===== src/rtl/multicycle_core.sv =====
// multicycle_core
//   Multi-cycle CPU core for a 16-bit instruction set (LW/SW/ADD/SUB/OR/AND/
//   SLT/ADDI/BEQ/JUMP/HALT). Each instruction walks FETCH -> DECODE -> EXEC
//   -> (MEM) -> WB. One shared instruction/data memory port is used for both
//   fetches and loads/stores.
//
// Ports
//   DCLK      in   clock, rising edge
//   RST_N     in   asynchronous active-low reset
//   MREQ      out  memory request valid
//   M_W       out  1 = write, 0 = read (valid while MREQ)
//   MADDR     out  memory address (valid while MREQ)
//   MDATAOUT  out  write data (valid while MREQ & M_W)
//   MDATAIN   in   read data, sampled on the edge where MREQ & MACK
//   MACK      in   memory acknowledge, completes the current request
//   PC_OUT    out  current program counter
//   STATE_OUT out  FSM state (0 FETCH,1 DECODE,2 EXEC,3 MEM,4 WB,7 HALT)
//   HALTED    out  high while in HALT
//   DBG_RADDR in   debug register read address
//   DBG_RDATA out  REG[DBG_RADDR], combinational; 0 for absent registers
//
// Memory handshake: a request is open from the cycle MREQ rises until the
// rising edge on which MREQ and MACK are both 1. MADDR, M_W and MDATAOUT do
// not change while the request is open. MREQ is low in the cycle after that
// edge, and MACK is ignored whenever MREQ is low. Every request state spends
// one cycle with MREQ low before raising it, which yields the idle cycle
// between requests and the 5-cycle (ALU) / 7-cycle (LW/SW) instruction time.

module multicycle_core #(
   parameter int                   WORD_SIZE = 16,
   parameter int                   ADDR_SIZE = 16,
   parameter int                   NUM_REGS  = 16,
   parameter logic [ADDR_SIZE-1:0] RESET_PC  = '0
) (
   input  logic                 DCLK,
   input  logic                 RST_N,
   output logic                 MREQ,
   output logic                 M_W,
   output logic [ADDR_SIZE-1:0] MADDR,
   output logic [WORD_SIZE-1:0] MDATAOUT,
   input  logic [WORD_SIZE-1:0] MDATAIN,
   input  logic                 MACK,
   output logic [ADDR_SIZE-1:0] PC_OUT,
   output logic [2:0]           STATE_OUT,
   output logic                 HALTED,
   input  logic [3:0]           DBG_RADDR,
   output logic [WORD_SIZE-1:0] DBG_RDATA
);

   typedef enum logic [2:0] {
      S_FETCH  = 3'd0,
      S_DECODE = 3'd1,
      S_EXEC   = 3'd2,
      S_MEM    = 3'd3,
      S_WB     = 3'd4,
      S_HALT   = 3'd7
   } state_t;

   localparam logic [3:0] OP_LW   = 4'h0;
   localparam logic [3:0] OP_SW   = 4'h1;
   localparam logic [3:0] OP_ADD  = 4'h2;
   localparam logic [3:0] OP_SUB  = 4'h3;
   localparam logic [3:0] OP_OR   = 4'h4;
   localparam logic [3:0] OP_AND  = 4'h5;
   localparam logic [3:0] OP_SLT  = 4'h6;
   localparam logic [3:0] OP_ADDI = 4'h7;
   localparam logic [3:0] OP_BEQ  = 4'h8;
   localparam logic [3:0] OP_JUMP = 4'h9;
   localparam logic [3:0] OP_HALT = 4'hF;

   state_t                 r_state;
   state_t                 w_next;
   logic [15:0]            r_ir;
   logic [ADDR_SIZE-1:0]   r_pc;
   logic [WORD_SIZE-1:0]   r_a;
   logic [WORD_SIZE-1:0]   r_b;
   logic [WORD_SIZE-1:0]   r_c;
   logic [WORD_SIZE-1:0]   r_res;
   logic                   r_mreq;
   logic                   r_mw;
   logic [ADDR_SIZE-1:0]   r_maddr;
   logic [WORD_SIZE-1:0]   r_mdataout;
   logic                   r_halted;
   logic [WORD_SIZE-1:0]   r_regs [NUM_REGS];

   logic [3:0]             w_op;
   logic [3:0]             w_r1;
   logic [3:0]             w_r2;
   logic [3:0]             w_r3;
   logic                   w_req_done;
   logic                   w_is_mem;
   logic                   w_wb_en;
   logic [WORD_SIZE-1:0]   w_alu;
   logic [ADDR_SIZE-1:0]   w_pc_inc;
   logic [ADDR_SIZE-1:0]   w_pc_next;
   logic [WORD_SIZE-1:0]   w_rf [16];

   assign w_op       = r_ir[15:12];
   assign w_r1       = r_ir[11:8];
   assign w_r2       = r_ir[7:4];
   assign w_r3       = r_ir[3:0];
   assign w_req_done = r_mreq & MACK;
   assign w_is_mem   = (w_op == OP_LW) || (w_op == OP_SW);
   assign w_wb_en    = (r_state == S_WB) &&
                       ((w_op == OP_LW) || ((w_op >= OP_ADD) && (w_op <= OP_ADDI)));

   // Full 16-entry read view; indices beyond NUM_REGS read as zero.
   for (genvar g = 0; g < 16; g++) begin : g_rf
      if (g < NUM_REGS) begin : g_real
         assign w_rf[g] = r_regs[g];
      end else begin : g_zero
         assign w_rf[g] = '0;
      end
   end

   // FSM state register
   always_ff @(posedge DCLK or negedge RST_N) begin
      if (!RST_N) r_state <= S_FETCH;
      else        r_state <= w_next;
   end

   // FSM next state
   always_comb begin
      w_next = r_state;
      case (r_state)
         S_FETCH:  if (w_req_done) w_next = S_DECODE;
         S_DECODE: w_next = S_EXEC;
         S_EXEC: begin
            if (w_is_mem)              w_next = S_MEM;
            else if (w_op == OP_HALT)  w_next = S_HALT;
            else                       w_next = S_WB;
         end
         S_MEM:    if (w_req_done) w_next = S_WB;
         S_WB:     w_next = S_FETCH;
         S_HALT:   w_next = S_HALT;
         default:  w_next = S_FETCH;
      endcase
   end

   // ALU result, consumed at the end of EXEC
   always_comb begin
      w_alu = '0;
      case (w_op)
         OP_ADD:  w_alu = r_b + r_c;
         OP_SUB:  w_alu = r_b - r_c;
         OP_OR:   w_alu = r_b | r_c;
         OP_AND:  w_alu = r_b & r_c;
         OP_SLT:  w_alu = {{(WORD_SIZE-1){1'b0}}, (r_b < r_c)};
         OP_ADDI: w_alu = r_a + {{(WORD_SIZE-8){r_ir[7]}}, r_ir[7:0]};
         default: w_alu = '0;
      endcase
   end

   // Next PC, applied in WB
   always_comb begin
      w_pc_inc  = r_pc + {{(ADDR_SIZE-1){1'b0}}, 1'b1};
      w_pc_next = w_pc_inc;
      case (w_op)
         OP_BEQ:  if (r_a == r_b) w_pc_next = r_pc + {{(ADDR_SIZE-4){w_r3[3]}}, w_r3};
         OP_JUMP: w_pc_next = r_pc + {{(ADDR_SIZE-12){r_ir[11]}}, r_ir[11:0]};
         default: w_pc_next = w_pc_inc;
      endcase
   end

   // Datapath and memory-port registers
   always_ff @(posedge DCLK or negedge RST_N) begin
      if (!RST_N) begin
         r_pc       <= RESET_PC;
         r_ir       <= '0;
         r_a        <= '0;
         r_b        <= '0;
         r_c        <= '0;
         r_res      <= '0;
         r_mreq     <= 1'b0;
         r_mw       <= 1'b0;
         r_maddr    <= '0;
         r_mdataout <= '0;
         r_halted   <= 1'b0;
      end else begin
         case (r_state)
            S_FETCH: begin
               if (!r_mreq) begin
                  r_mreq  <= 1'b1;
                  r_mw    <= 1'b0;
                  r_maddr <= r_pc;
               end else if (MACK) begin
                  r_mreq <= 1'b0;
                  r_ir   <= MDATAIN[15:0];
               end
            end
            S_DECODE: begin
               r_a <= w_rf[w_r1];
               r_b <= w_rf[w_r2];
               r_c <= w_rf[w_r3];
            end
            S_EXEC: begin
               r_res <= w_alu;
               if (w_is_mem) r_maddr <= {{(ADDR_SIZE-8){1'b0}}, r_ir[7:0]};
               if (w_op == OP_SW) r_mdataout <= r_a;
               if (w_op == OP_HALT) r_halted <= 1'b1;
            end
            S_MEM: begin
               if (!r_mreq) begin
                  r_mreq <= 1'b1;
                  r_mw   <= (w_op == OP_SW);
               end else if (MACK) begin
                  r_mreq <= 1'b0;
                  r_mw   <= 1'b0;
                  if (w_op == OP_LW) r_res <= MDATAIN;
               end
            end
            S_WB:    r_pc <= w_pc_next;
            default: ;
         endcase
      end
   end

   // Register file; writes to absent registers are dropped
   always_ff @(posedge DCLK or negedge RST_N) begin
      if (!RST_N) begin
         for (int i = 0; i < NUM_REGS; i++) r_regs[i] <= '0;
      end else if (w_wb_en) begin
         for (int i = 0; i < NUM_REGS; i++)
            if (w_r1 == 4'(i)) r_regs[i] <= r_res;
      end
   end

   assign MREQ      = r_mreq;
   assign M_W       = r_mw;
   assign MADDR     = r_maddr;
   assign MDATAOUT  = r_mdataout;
   assign PC_OUT    = r_pc;
   assign STATE_OUT = r_state;
   assign HALTED    = r_halted;
   assign DBG_RDATA = w_rf[DBG_RADDR];

endmodule


===== config.mk =====
export PLATFORM = sky130hd
export DESIGN_NAME = multicycle_core
export DESIGN_NICKNAME = d
export VERILOG_FILES = /design/src/rtl/multicycle_core.sv
export SDC_FILE = /design/constraint.sdc
export NUM_CORES = 1
export LEC_CHECK = 0
export BUFFER_PORTS_ARGS = -buffer_cell sky130_fd_sc_hd__buf_2
export CAP_MARGIN = 5
export CELL_PAD_IN_SITES_DETAIL_PLACEMENT = 1
export CELL_PAD_IN_SITES_GLOBAL_PLACEMENT = 2
export CORE_MARGIN = 3
export CORE_UTILIZATION = 46
export CTS_BUF_LIST = sky130_fd_sc_hd__clkbuf_8
export DETAILED_ROUTE_END_ITERATION = 12
export GPL_ROUTABILITY_DRIVEN = 0
export PLACE_DENSITY_LB_ADDON = 0.1
export SLEW_MARGIN = 20
export SYNTH_ARGS = -nofsm -noshare
export SYNTH_HDL_FRONTEND = slang
export SYNTH_SLANG_ARGS = --single-unit

===== constraint.sdc =====
create_clock -name DCLK -period 4.8 [get_ports DCLK]
set_clock_uncertainty 0.15 [all_clocks]
set_input_delay 0.96 -clock DCLK [delete_from_list [all_inputs] [get_ports DCLK]]
set_output_delay 0.96 -clock DCLK [all_outputs]
set_load 0.02 [all_outputs]

==> reports/results.tsv <==
stage	metric	value	unit
logic_synthesis	avgSynthCellArea	12.9	sq um
timing	final.setup.tns	0	ns
timing	slew_viol_final	0	
routing	drt_first_pass_iters	5	
critical_path	cp_common_cell	a21o_1	
logic_synthesis	syn_inst	2105	
global_route	first_global_vias	20900	
finish	fin_nets	2294	
global_route	grt_pass1_wl	141000	um
clock_network	post_cts_resized	0	
logic_synthesis	synthesis.nets	2231	
critical_path	cp-start-kind	flop	
finish	multi_input_area	16600	sq um
floorplan	fp.coreArea	58000	sq um
routing	drtAntennaViolNets	0	
clock_network	cts_tree	yes	
clock_network	cts_root_buf	clkbuf_8	
clock_network	htreeDepth	3	
routing	drt-initial-drc-count	1652	
placed_design	dpl.hpwl	63100	um
logic_synthesis	synth_cell_types	73	
logic_synthesis	synthFlopType	dfrtp_1	
routing	wl	93300	um
critical_path	cp.required	5.15	ns
timing	post-route-min-period	3.89	ns
routing	wl_per_cell	31.1	um
critical_path	path_cells	ha_1 > fa_1 > a21o_1 > a21o_1 > a2111oi_0 > nand2b_1 > o31ai_1 > a31oi_1 > xnor2_1 > a221oi_1 > o21ai_0	
critical_path	end_kind	flop	
critical_path	r2r_slack	0.91	ns
clock_network	clkTransAtPathRegs	0.06	ns
pwr	p_clk_share	21.8	%
routing	vias	20100	
timing	hold_viol_final	0	
global_route	grt_overflow	0	
routing	viasPerCell	6.71	
run	max_cap_violations	0	
floorplan	die_h	249	um
logic_synthesis	yosys_warnings	0	
floorplan	io_pins	93	
pwr	ir_worst_vdd	0.503	mV
finish	fin_cells	2995	
min_path	min_path_type	in -> async	
critical_path	crit_type	reg -> reg	
timing	slew_headroom	28.1	%
pwr	cellPowerDensity	543	nW/um^2
logic_synthesis	synthArstFlopShare	100	%
routing	drc	0	
floorplan	num_rows	88	
timing	grt_setup_unrepaired	false	
critical_path	slowest_stage	dfrtp_4	
global_route	grt_max_degree	103	
logic_synthesis	yosysSeqAreaShare	36.0	%
timing	tightestPinTransition	1.07	ns
critical_path	critPathMaxFanout	29	
logic_synthesis	synth_area	27100	sq um
floorplan	die_x	249	um
finish	ff_latch_area	9790	sq um
pwr	p_comb_share	45.3	%
logic_synthesis	synth-edff-count	0	
global_route	track_usage	30.2	%
finish	fillers	5788	
finish	area_delta_synth_final	11.0	%
finish	drive_above_1_share	41.7	%
clock_network	cts_sinks	390	
clock_network	clk_latency	0.68	ns
global_route	antenna_found_initial	3	
pwr	switching_power	7.27	mW
timing	setup_violations	0	
critical_path	cp_num_buf_inv	0	
placed_design	dp_cells	2855	
floorplan	initial_core_util	46.8	%
finish	final_util	51.9	%
clock_network	clockBufferDepth	3	
pwr	switching_share	44.4	%
critical_path	cp_top_family	compound AO/OA/AOI/OAI gates	
critical_path	cpPeakStageDelay	0.74	ns
clock_network	cts_buffers	76	
pwr	cell_internal_pwr	9.09	mW
pwr	p_seq_share	32.8	%
placed_design	port_buffers	92	
timing	fmax	257	MHz
logic_synthesis	ys_ff_latch	390	
outcome	status	complete, no violations	
floorplan	dieArea	61900	sq um
clock_network	post-cts-setup-buffers	0	
clock_network	postCtsHoldBufs	0	
critical_path	arrival	4.24	ns
pwr	leakage	13.2	nW
timing	min_period_over_period	81.1	%
==> final timing paths <==
| check | startpoint | to | depth (start not counted) |
|---|---|---|---|
| setup / recovery | r_ir[0]$_DFFE_PN0P_ | PC_OUT[14]$_DFFE_PN0P_ | 11 |
| max in group asynchronous | RST_N | r_ir[11]$_DFFE_PN0P_ | 2 |
| hold reg to reg | HALTED$_DFFE_PN0P_ | HALTED$_DFFE_PN0P_ | 1 |
| hold / removal | RST_N | MADDR[9]$_DFFE_PN0P_ | 1 |
| setup reg to reg | r_ir[0]$_DFFE_PN0P_ | PC_OUT[14]$_DFFE_PN0P_ | 11 |
| min in group DCLK | HALTED$_DFFE_PN0P_ | HALTED$_DFFE_PN0P_ | 1 |
==> flip-flops by register name (all words and copies together), names as in the netlist <==
register,count
r_res,16
r_b,16
MREQ,1
PC_OUT,16
STATE_OUT,3
r_a,16
MDATAOUT,16
HALTED,1
M_W,1
MADDR,16
r_regs,256
r_c,16
r_ir,16
==> per-stage QoR <==
step | instance area (sq um) | setup slack (ns) | hold WS, ns | power (mW)
6_report | 30100 | 0.908 | 0.216 | 16.4
4_1_cts | 30100 | 0.912 | 0.221 | 16.4
3_3_place_gp | 28500 | 0.999 | 0.288 | 12.6
5_1_grt | 30100 | 0.666 | 0.253 | 17.3
3_5_place_dp | 28500 | 0.941 | 0.293 | 12.8
2_1_floorplan | 27100 | 0.711 | 0.375 | 9.94
==> power groups by stage <==
| stage | registers (mW) | logic (mW) | clock network [mW] |
|---|---|---|---|
| final | 5.37 | 7.42 | 3.57 |
| after global routing | 5.49 | 7.97 | 3.81 |
| after CTS | 5.34 | 7.40 | 3.66 |
| after detailed placement | 5.39 | 7.37 | 0 |
| after global placement | 5.33 | 7.23 | 0 |
| after floorplan | 4.47 | 5.47 | 0 |
==> area by class of cell <==
| class | instances | area share, % |
|---|---|---|
| timing repair buffer | 146 | 3.21 |
| sequential | 390 | 32.5 |
| multi-input combinational | 1500 | 55.1 |
| inverter | 54 | 0.673 |
| clock inverter | 41 | 0.885 |
| antenna | 2 | 0.0166 |
| clock buffer | 97 | 4.43 |
| tap | 765 | 3.18 |
==> routing by layer <==
layer | vias up | track usage (%) | routed length (um)
li1 | 8362 | - | -
met1 | 10900 | 41.8 | 40300
met2 | 706 | 48.6 | 44600
met3 | 168 | 6.57 | 5960
met4 | 2 | 8.10 | 2430
met5 | - | 0 | 13
==> placed cells by master, fill, tap and decap left out, types with 16 or more instances in the layout <==
cell | netlist | final
a21oi_1 | 80 | 79
mux2_2 | 306 | 306
a21o_1 | 23 | 23
nand2b_1 | 16 | 16
xnor2_1 | 40 | 40
clkbuf_8 | 0 | 97
nor2_1 | 83 | 73
nand2_1 | 112 | 112
inv_1 | 54 | 78
a31oi_1 | 18 | 18
mux4_2 | 320 | 320
buf_2 | 26 | 90
and3_1 | 16 | 16
ha_1 | 99 | 99
nand3_1 | 18 | 18
buf_4 | 0 | 48
dfrtp_1 | 390 | 381
o21ai_0 | 127 | 127
==> logic make-up (layout without fill, tap and decap cells) <==
family,Yosys count,in the layout,share of synthesized area (%)
simple gates,325,325,5.70
fa+ha+maj,103,103,4.86
mux,639,639,39.7
other cells,0,2,0
flops,390,390,36.0
buf+inv,215,338,3.12
compound gates,378,378,8.83
xor+xnor,55,55,1.78
==> Yosys cell counts, types with 15 or more instances <==
library cell	number	share of area [%]
inv_1	54	0.75
nand2b_1	16	0.37
buf_2	26	0.48
buf_1	22	0.30
nand3_1	18	0.33
mux4_2	320	27
clkbuf_1	112	1.5
o21ai_0	127	2.3
a21oi_1	80	1.5
ha_1	99	4.6
and3_1	16	0.37
xor2_1	15	0.48
xnor2_1	40	1.3
dfrtp_1	390	36
nor2_1	83	1.1
a31oi_1	18	0.42
a221oi_1	15	0.48
a211oi_1	15	0.42
mux2_2	306	13
a21o_1	23	0.64
nand2_1	112	1.5
Note: power is estimated with default switching activity, not from simulation.
